==> config.mk <==
export PLATFORM = sky130hd
export DESIGN_NAME = audio_recorder
export DESIGN_NICKNAME = d
export VERILOG_FILES = /design/src/rtl/audio_pkg.sv /design/src/rtl/audio_recorder_adc.sv /design/src/rtl/audio_recorder.sv
export SDC_FILE = /design/constraint.sdc
export NUM_CORES = 1
export LEC_CHECK = 0
export ABC_CLOCK_PERIOD_IN_PS = 2400
export BUFFER_PORTS_ARGS = -buffer_cell sky130_fd_sc_hd__buf_2
export CAP_MARGIN = 20
export CORE_MARGIN = 3
export CORE_UTILIZATION = 25
export CTS_CLUSTER_DIAMETER = 150
export DETAILED_ROUTE_END_ITERATION = 7
export HOLD_SLACK_MARGIN = 0.05
export PLACE_DENSITY = 0.45
export SLEW_MARGIN = 10
export SYNTH_ARGS = -nofsm -noshare
export SYNTH_HDL_FRONTEND = slang
export SYNTH_SLANG_ARGS = --single-unit
==> constraint.sdc <==
create_clock -name CLK50 -period 2.4 [get_ports CLK50]
set_clock_uncertainty 0.15 [all_clocks]
set_input_delay 0.12 -clock CLK50 [delete_from_list [all_inputs] [get_ports CLK50]]
set_output_delay 0.12 -clock CLK50 [all_outputs]
set_load 0.02 [all_outputs]
==> src/rtl/audio_pkg.sv <==
// Shared types and timing constants for the audio capture path.
// Holds the recorder state encoding, SRAM write-cycle lengths and I2S framing constants.
package audio_pkg;

    typedef enum logic [2:0] {
        IDLE,
        ARM,
        SHIFT,
        WR_SETUP,
        WR_PULSE,
        WR_HOLD,
        DONE
    } rec_state_e;

    localparam int unsigned WR_SETUP_CYC = 1;
    localparam int unsigned WR_PULSE_CYC = 2;
    localparam int unsigned WR_HOLD_CYC  = 1;

    localparam int unsigned SAMPLE_BITS  = 16;
    localparam int unsigned SKIP_BITS    = 1;

    function automatic logic is_write_state(input rec_state_e s);
        return (s == WR_SETUP) || (s == WR_PULSE) || (s == WR_HOLD);
    endfunction

endpackage

==> src/rtl/audio_recorder_adc.sv <==
// WM8731 ADC left-channel deserializer: synchronizes the codec pins onto clk,
// detects BCLK rises / ADCLRCK falls and shifts in one MSB-first sample per frame.
module adc_deserializer
    import audio_pkg::*;
#(
    parameter int DATA_W      = 16,
    parameter int SYNC_STAGES = 2
) (
    input  logic              clk,
    input  logic              rst_n,
    input  logic              bclk,
    input  logic              adclrck,
    input  logic              adcdat,
    output logic              frame_start,
    output logic              sample_valid,
    output logic [DATA_W-1:0] sample
);

    logic [SYNC_STAGES-1:0] bclk_sync;
    logic [SYNC_STAGES-1:0] lrck_sync;
    logic [SYNC_STAGES-1:0] dat_sync;
    logic                   bclk_prev;
    logic                   lrck_prev;
    logic                   bclk_rise;
    logic                   lrck_fall;
    logic                   dat_bit;
    logic                   armed;
    logic [1:0]             skip_cnt;
    logic [4:0]             bit_cnt;
    logic [DATA_W-1:0]      shift_q;
    logic                   take_bit;

    // Edge pulses are registered so a pin edge appears SYNC_STAGES+1 cycles later.
    always_ff @(posedge clk or negedge rst_n) begin
        if (!rst_n) begin
            bclk_sync <= '0;
            lrck_sync <= '0;
            dat_sync  <= '0;
            bclk_prev <= 1'b0;
            lrck_prev <= 1'b0;
            bclk_rise <= 1'b0;
            lrck_fall <= 1'b0;
            dat_bit   <= 1'b0;
        end else begin
            bclk_sync <= {bclk_sync[SYNC_STAGES-2:0], bclk};
            lrck_sync <= {lrck_sync[SYNC_STAGES-2:0], adclrck};
            dat_sync  <= {dat_sync[SYNC_STAGES-2:0], adcdat};
            bclk_prev <= bclk_sync[SYNC_STAGES-1];
            lrck_prev <= lrck_sync[SYNC_STAGES-1];
            bclk_rise <= bclk_sync[SYNC_STAGES-1] & ~bclk_prev;
            lrck_fall <= ~lrck_sync[SYNC_STAGES-1] & lrck_prev;
            dat_bit   <= dat_sync[SYNC_STAGES-1];
        end
    end

    // sample/sample_valid is a one-cycle strobe with no backpressure: the
    // consumer takes it in the valid cycle or loses it. frame_start likewise.
    assign take_bit     = bclk_rise && armed && (skip_cnt == 2'd0);
    assign sample_valid = take_bit && (bit_cnt == 5'(SAMPLE_BITS - 1));
    assign sample       = {shift_q[DATA_W-2:0], dat_bit};
    assign frame_start  = lrck_fall;

    always_ff @(posedge clk or negedge rst_n) begin
        if (!rst_n) begin
            armed    <= 1'b0;
            skip_cnt <= 2'd0;
            bit_cnt  <= 5'd0;
            shift_q  <= '0;
        end else if (lrck_fall) begin
            armed    <= 1'b1;
            skip_cnt <= 2'(SKIP_BITS);
            bit_cnt  <= 5'd0;
        end else if (bclk_rise && armed) begin
            if (skip_cnt != 2'd0) begin
                skip_cnt <= skip_cnt - 2'd1;
            end else begin
                shift_q <= sample;
                bit_cnt <= bit_cnt + 5'd1;
                if (sample_valid) begin
                    armed <= 1'b0;
                end
            end
        end
    end

endmodule

==> src/rtl/audio_recorder.sv <==
// Recorder control: writes each captured left-channel sample to consecutive
// SRAM words from address 0 and reports the end address to playback.
module audio_recorder
    import audio_pkg::*;
#(
    parameter int ADDR_W      = 18,
    parameter int DATA_W      = 16,
    parameter int SYNC_STAGES = 2
) (
    input  logic              CLK50,
    input  logic              RESET_N,
    input  logic              REC_EN,
    input  logic              PAUSE,
    input  logic              STOP,
    input  logic              BCLK,
    input  logic              ADCLRCK,
    input  logic              ADCDAT,
    output logic [ADDR_W-1:0] SRAM_ADDR,
    output logic [DATA_W-1:0] SRAM_DQ_OUT,
    output logic              SRAM_DQ_OE,
    output logic              SRAM_WE_N,
    output logic              SRAM_CE_N,
    output logic              SRAM_OE_N,
    output logic              SRAM_UB_N,
    output logic              SRAM_LB_N,
    output logic [ADDR_W-1:0] END_ADDR,
    output logic              BUSY,
    output logic              FULL,
    output rec_state_e        dbg_state
);

    rec_state_e        state, state_n;
    logic [1:0]        wait_cnt;
    logic              rec_en_d;
    logic              stop_pend;
    logic              rec_start;
    logic              end_req;
    logic              phase_last;
    logic              frame_start;
    logic              sample_valid;
    logic [DATA_W-1:0] sample;
    logic [ADDR_W-1:0] addr_q;
    logic [ADDR_W-1:0] end_addr_q;
    logic [DATA_W-1:0] data_q;
    logic              we_n_q;
    logic              dq_oe_q;
    logic              busy_q;
    logic              full_q;

    adc_deserializer #(
        .DATA_W      (DATA_W),
        .SYNC_STAGES (SYNC_STAGES)
    ) u_adc (
        .clk          (CLK50),
        .rst_n        (RESET_N),
        .bclk         (BCLK),
        .adclrck      (ADCLRCK),
        .adcdat       (ADCDAT),
        .frame_start  (frame_start),
        .sample_valid (sample_valid),
        .sample       (sample)
    );

    assign rec_start = REC_EN & ~rec_en_d;
    assign end_req   = STOP | ~REC_EN;

    always_comb begin
        state_n    = state;
        phase_last = 1'b0;
        case (state)
            IDLE:     if (rec_start) state_n = ARM;
            ARM: begin
                if (end_req)                    state_n = DONE;
                else if (frame_start && !PAUSE) state_n = SHIFT;
            end
            SHIFT: begin
                if (end_req)           state_n = DONE;
                else if (sample_valid) state_n = WR_SETUP;
            end
            WR_SETUP: begin
                phase_last = (wait_cnt == 2'(WR_SETUP_CYC - 1));
                if (phase_last) state_n = WR_PULSE;
            end
            WR_PULSE: begin
                phase_last = (wait_cnt == 2'(WR_PULSE_CYC - 1));
                if (phase_last) state_n = WR_HOLD;
            end
            WR_HOLD: begin
                // A stop seen anywhere in the write cycle takes effect only here.
                phase_last = (wait_cnt == 2'(WR_HOLD_CYC - 1));
                if (phase_last)
                    state_n = (addr_q == '1 || stop_pend || end_req) ? DONE : ARM;
            end
            DONE:     state_n = IDLE;
            default:  state_n = IDLE;
        endcase
    end

    always_ff @(posedge CLK50 or negedge RESET_N) begin
        if (!RESET_N) begin
            state      <= IDLE;
            wait_cnt   <= 2'd0;
            rec_en_d   <= 1'b0;
            stop_pend  <= 1'b0;
            addr_q     <= '0;
            end_addr_q <= '0;
            data_q     <= '0;
            we_n_q     <= 1'b1;
            dq_oe_q    <= 1'b0;
            busy_q     <= 1'b0;
            full_q     <= 1'b0;
        end else begin
            state     <= state_n;
            rec_en_d  <= REC_EN;
            wait_cnt  <= (state_n == state) ? wait_cnt + 2'd1 : 2'd0;
            we_n_q    <= (state_n != WR_PULSE);
            dq_oe_q   <= is_write_state(state_n);
            busy_q    <= (state_n != IDLE);
            stop_pend <= is_write_state(state_n) && (stop_pend || end_req);
            if (state == IDLE && rec_start) begin
                addr_q     <= '0;
                end_addr_q <= '0;
                full_q     <= 1'b0;
            end
            if (state == SHIFT && state_n == WR_SETUP) begin
                data_q <= sample;
            end
            if (state == WR_HOLD && phase_last) begin
                addr_q     <= addr_q + ADDR_W'(1);
                end_addr_q <= addr_q + ADDR_W'(1);
                if (addr_q == '1) full_q <= 1'b1;
            end
        end
    end

    assign SRAM_ADDR   = addr_q;
    assign SRAM_DQ_OUT = data_q;
    assign SRAM_DQ_OE  = dq_oe_q;
    assign SRAM_WE_N   = we_n_q;
    assign SRAM_CE_N   = ~busy_q;
    assign SRAM_OE_N   = 1'b1;
    assign SRAM_UB_N   = ~busy_q;
    assign SRAM_LB_N   = ~busy_q;
    assign END_ADDR    = end_addr_q;
    assign BUSY        = busy_q;
    assign FULL        = full_q;
    assign dbg_state   = state;

endmodule

==> metrics.yaml <==
cts:
  clk_latency_ps: 340
  cts_buffers: 9
  clkSinkCount: 79
  cts_tree: "built"
  cts_root_buffer: "clkbuf_16"
  clk_path_buf_depth: 2
  clk_pin_slew_worst_paths_ps: 60
  htree_num_levels: 3
global_route:
  grt_util_all_layers: 0.0998
  antenna_found_initial: 0
  grt_pass1_wl_um: 12300
  grt_max_degree: 80
  grt_pass1_vias: 2266
  grt_overflow: 0
floorplan:
  pin_count: 71
  die-area_um2: 15600
  start_util: 0.261
  coreArea_um2: 13600
  row_count: 42
  die_w_um: 125
  die_h_um: 125
final_layout:
  syn_to_final_growth_pct: 26.3
  num_antenna_cells: 0
  n_fill_cell: 1392
  final_nets: 382
  drive_above_1_share: 0.359
  fin_cells: 549
  design_area_um2: 4470
  postLayoutCoreUtil: 0.330
synth:
  synth_edf_count: 0
  synth_cell_types: 47
  yosys.area.top_type: "dfrtp_1"
  synth-seq-cells: 79
  ys.warnings.count: 0
  syn_area_per_cell_um2: 11.8
  syn_nets: 315
  yosysMostFrequentCell: "dfrtp_1"
  synth_flop_cell: "dfrtp_1"
  synth_area_leaders: "dfrtp_1, mux2_2, buf_4"
  synth_top_area_frac: 0.552
  syn_inst: 301
  async_flop_share: 1.00
  syn-cell-area_um2: 3540
  yosys-top-cells-count: "dfrtp_1, mux2_2, buf_4"
  synth-seq-area-share: 0.559
route:
  totalWireLength_um: 7760
  ant_nets: 0
  vias: 2441
  drt_iter0_drc: 117
  wl_per_cell_um: 14.1
  drtPass1Iterations: 4
  vias_per_cell: 4.45
  drc: 0
critical_path:
  critPathBufInv: 2
  crit_path_end_kind: "flip-flop"
  cp.required_ps: 2470
  critical_path_class: "flip-flop to flip-flop"
  crit_top_cell: "ha_1"
  crit_slowest_cell: "dfrtp_1"
  timing.rr.start: "u_adc.bit_cnt[1]"
  crit_path_start_kind: "flip-flop"
  crit_chain: "ha_1, and3_1, ha_1, nand4_1, o32a_1, nor3_4, buf_12, clkbuf_16, mux2_2"
  regToRegSetupSlack_ps: 40
  critPathMaxStageDelay_ps: 380
  arrival_ps: 2430
  cp-startpoint: "u_adc.bit_cnt[1]"
  cp_top_family: "simple AND/OR/NAND/NOR gates"
  path_max_fanout: 4
pwr:
  p_switching_mw: 1.42
  seqPwrFrac: 0.391
  ir_worst_vdd_uv: 298
  p_int_mw: 3.01
  total_leakage_power_nw: 2.25
  pwr-share-comb: 0.257
  power.density_nw_per_um2: 991
  clkPwrFrac: 0.352
  p_sw_frac: 0.321
timing:
  max_slew.worst_pin.slew_ps: 533
  fmax_mhz: 424
  slew_headroom: 0.640
  hold_viol: 0
  finalCritPeriodShare: 0.982
  final-setup-viol-count: 0
  slew_violations: 0
  fin_crit_ps: 2360
  fin_setup_tns_ps: 0
  rsz0062_at_grt: "true"
job:
  maxCapViolations: 0
placed_design:
  globalplace.congestion: 0.747
  hpwl_um: 5030
  placed_area_um2: 3990
  dp.cells: 523
  port_buffers: 69
min_path:
  hp-class: "primary input to async pin"
status:
  status: "finished, final reports clean"
## stage by stage
step	total power, mW	hold WS, ps	setup slack (ps)
CTS	4.47	199	73.0
global route	4.71	205	-55.6
detailed placement	2.87	38.7	75.5
floorplan	2.54	-326	95.5
finish	4.43	192	43.1
global placement	2.86	35.4	143
## cell type report
cell class / instances / area, um2 / share of cell area
sequential: 79 / 1980 / 0.443
multi-input combinational: 178 / 1310 / 0.292
timing repair buffer: 90 / 591 / 0.132
clock buffer: 10 / 229 / 0.0512
tap: 176 / 220 / 0.0493
clock inverter: 6 / 109 / 0.0244
inverter: 10 / 37.5 / 0.00840
## state kept, by name, summed over array words and instances, names as in the netlist, 2 cells and up
signal           flops
END_ADDR            18
SRAM_DQ_OUT         16
u_adc.shift_q       15
u_adc.bit_cnt        5
dbg_state            3
u_adc.bclk_sync      2
u_adc.dat_sync       2
u_adc.lrck_sync      2
u_adc.skip_cnt       2
wait_cnt             2
## worst paths after layout
path,endpoint,cells after the start
worst max-delay path,SRAM_DQ_OUT[2],9
worst min-delay path,u_adc.bclk_prev,3
worst max register to register,SRAM_DQ_OUT[2],9
worst min register to register,u_adc.bclk_sync[1],0
max in group asynchronous,END_ADDR[2],3
min in group CLK50,u_adc.bclk_sync[1],0
## layout by cell type, fill, tap and decap left out, types with 3 or more instances in the layout
cell	count
nand4_1	4
mux2i_1	4
inv_1	10
ha_1	6
a21oi_1	5
o31ai_1	4
nor2_1	16
clkbuf_16	11
buf_12	3
dlygate4sd3_1	5
nand2_1	17
nand3_1	16
nand2b_1	5
buf_4	12
o21ai_0	18
bufinv_16	3
dfrtp_1	78
and4_1	4
nor2b_1	5
buf_2	68
mux2_2	23
o211ai_1	3
mux2_4	8
and3_1	8
## worst min-delay path, delay by kind of cell
family | cells | cell delay, ps
buffers and inverters | 3 | 970
## per-layer routing
metal	wire length, um	GRT usage	up-vias	part of all wire
li1	-	-	1175	-
met1	3640	0.134	1189	0.47
met2	3560	0.144	65	0.46
met3	353	0.0264	12	0.046
met4	206	0.0593	0	0.027
met5	0	0	-	0
## cells by family after synthesis
group           Yosys count  share of synthesized area
buf+inv                  44                     0.0743
other cells               1                    0.00106
mux                      35                      0.118
compound gates           44                     0.0785
fa+ha+maj                 6                     0.0212
simple gates             88                      0.138
flops                    79                      0.559
xor+xnor                  4                    0.00990
## power by group through the flow
stage,clock [mW],sequential (mW),combinational (mW)
2_1_floorplan,0,1.83,0.711
3_3_place_gp,0,1.75,1.10
3_5_place_dp,0,1.76,1.11
4_1_cts,1.62,1.73,1.12
5_1_grt,1.68,1.77,1.26
6_report,1.56,1.73,1.14
## timing repair
item | in CTS | in global routing
resized for setup | 0 | 1
hold endpoints to repair | 83 | 0
setup buffers | 0 | 3
hold buffers | 5 | 0
endpoints found under the setup margin | 0 | 9
Note: power is estimated with default switching activity, not from simulation.
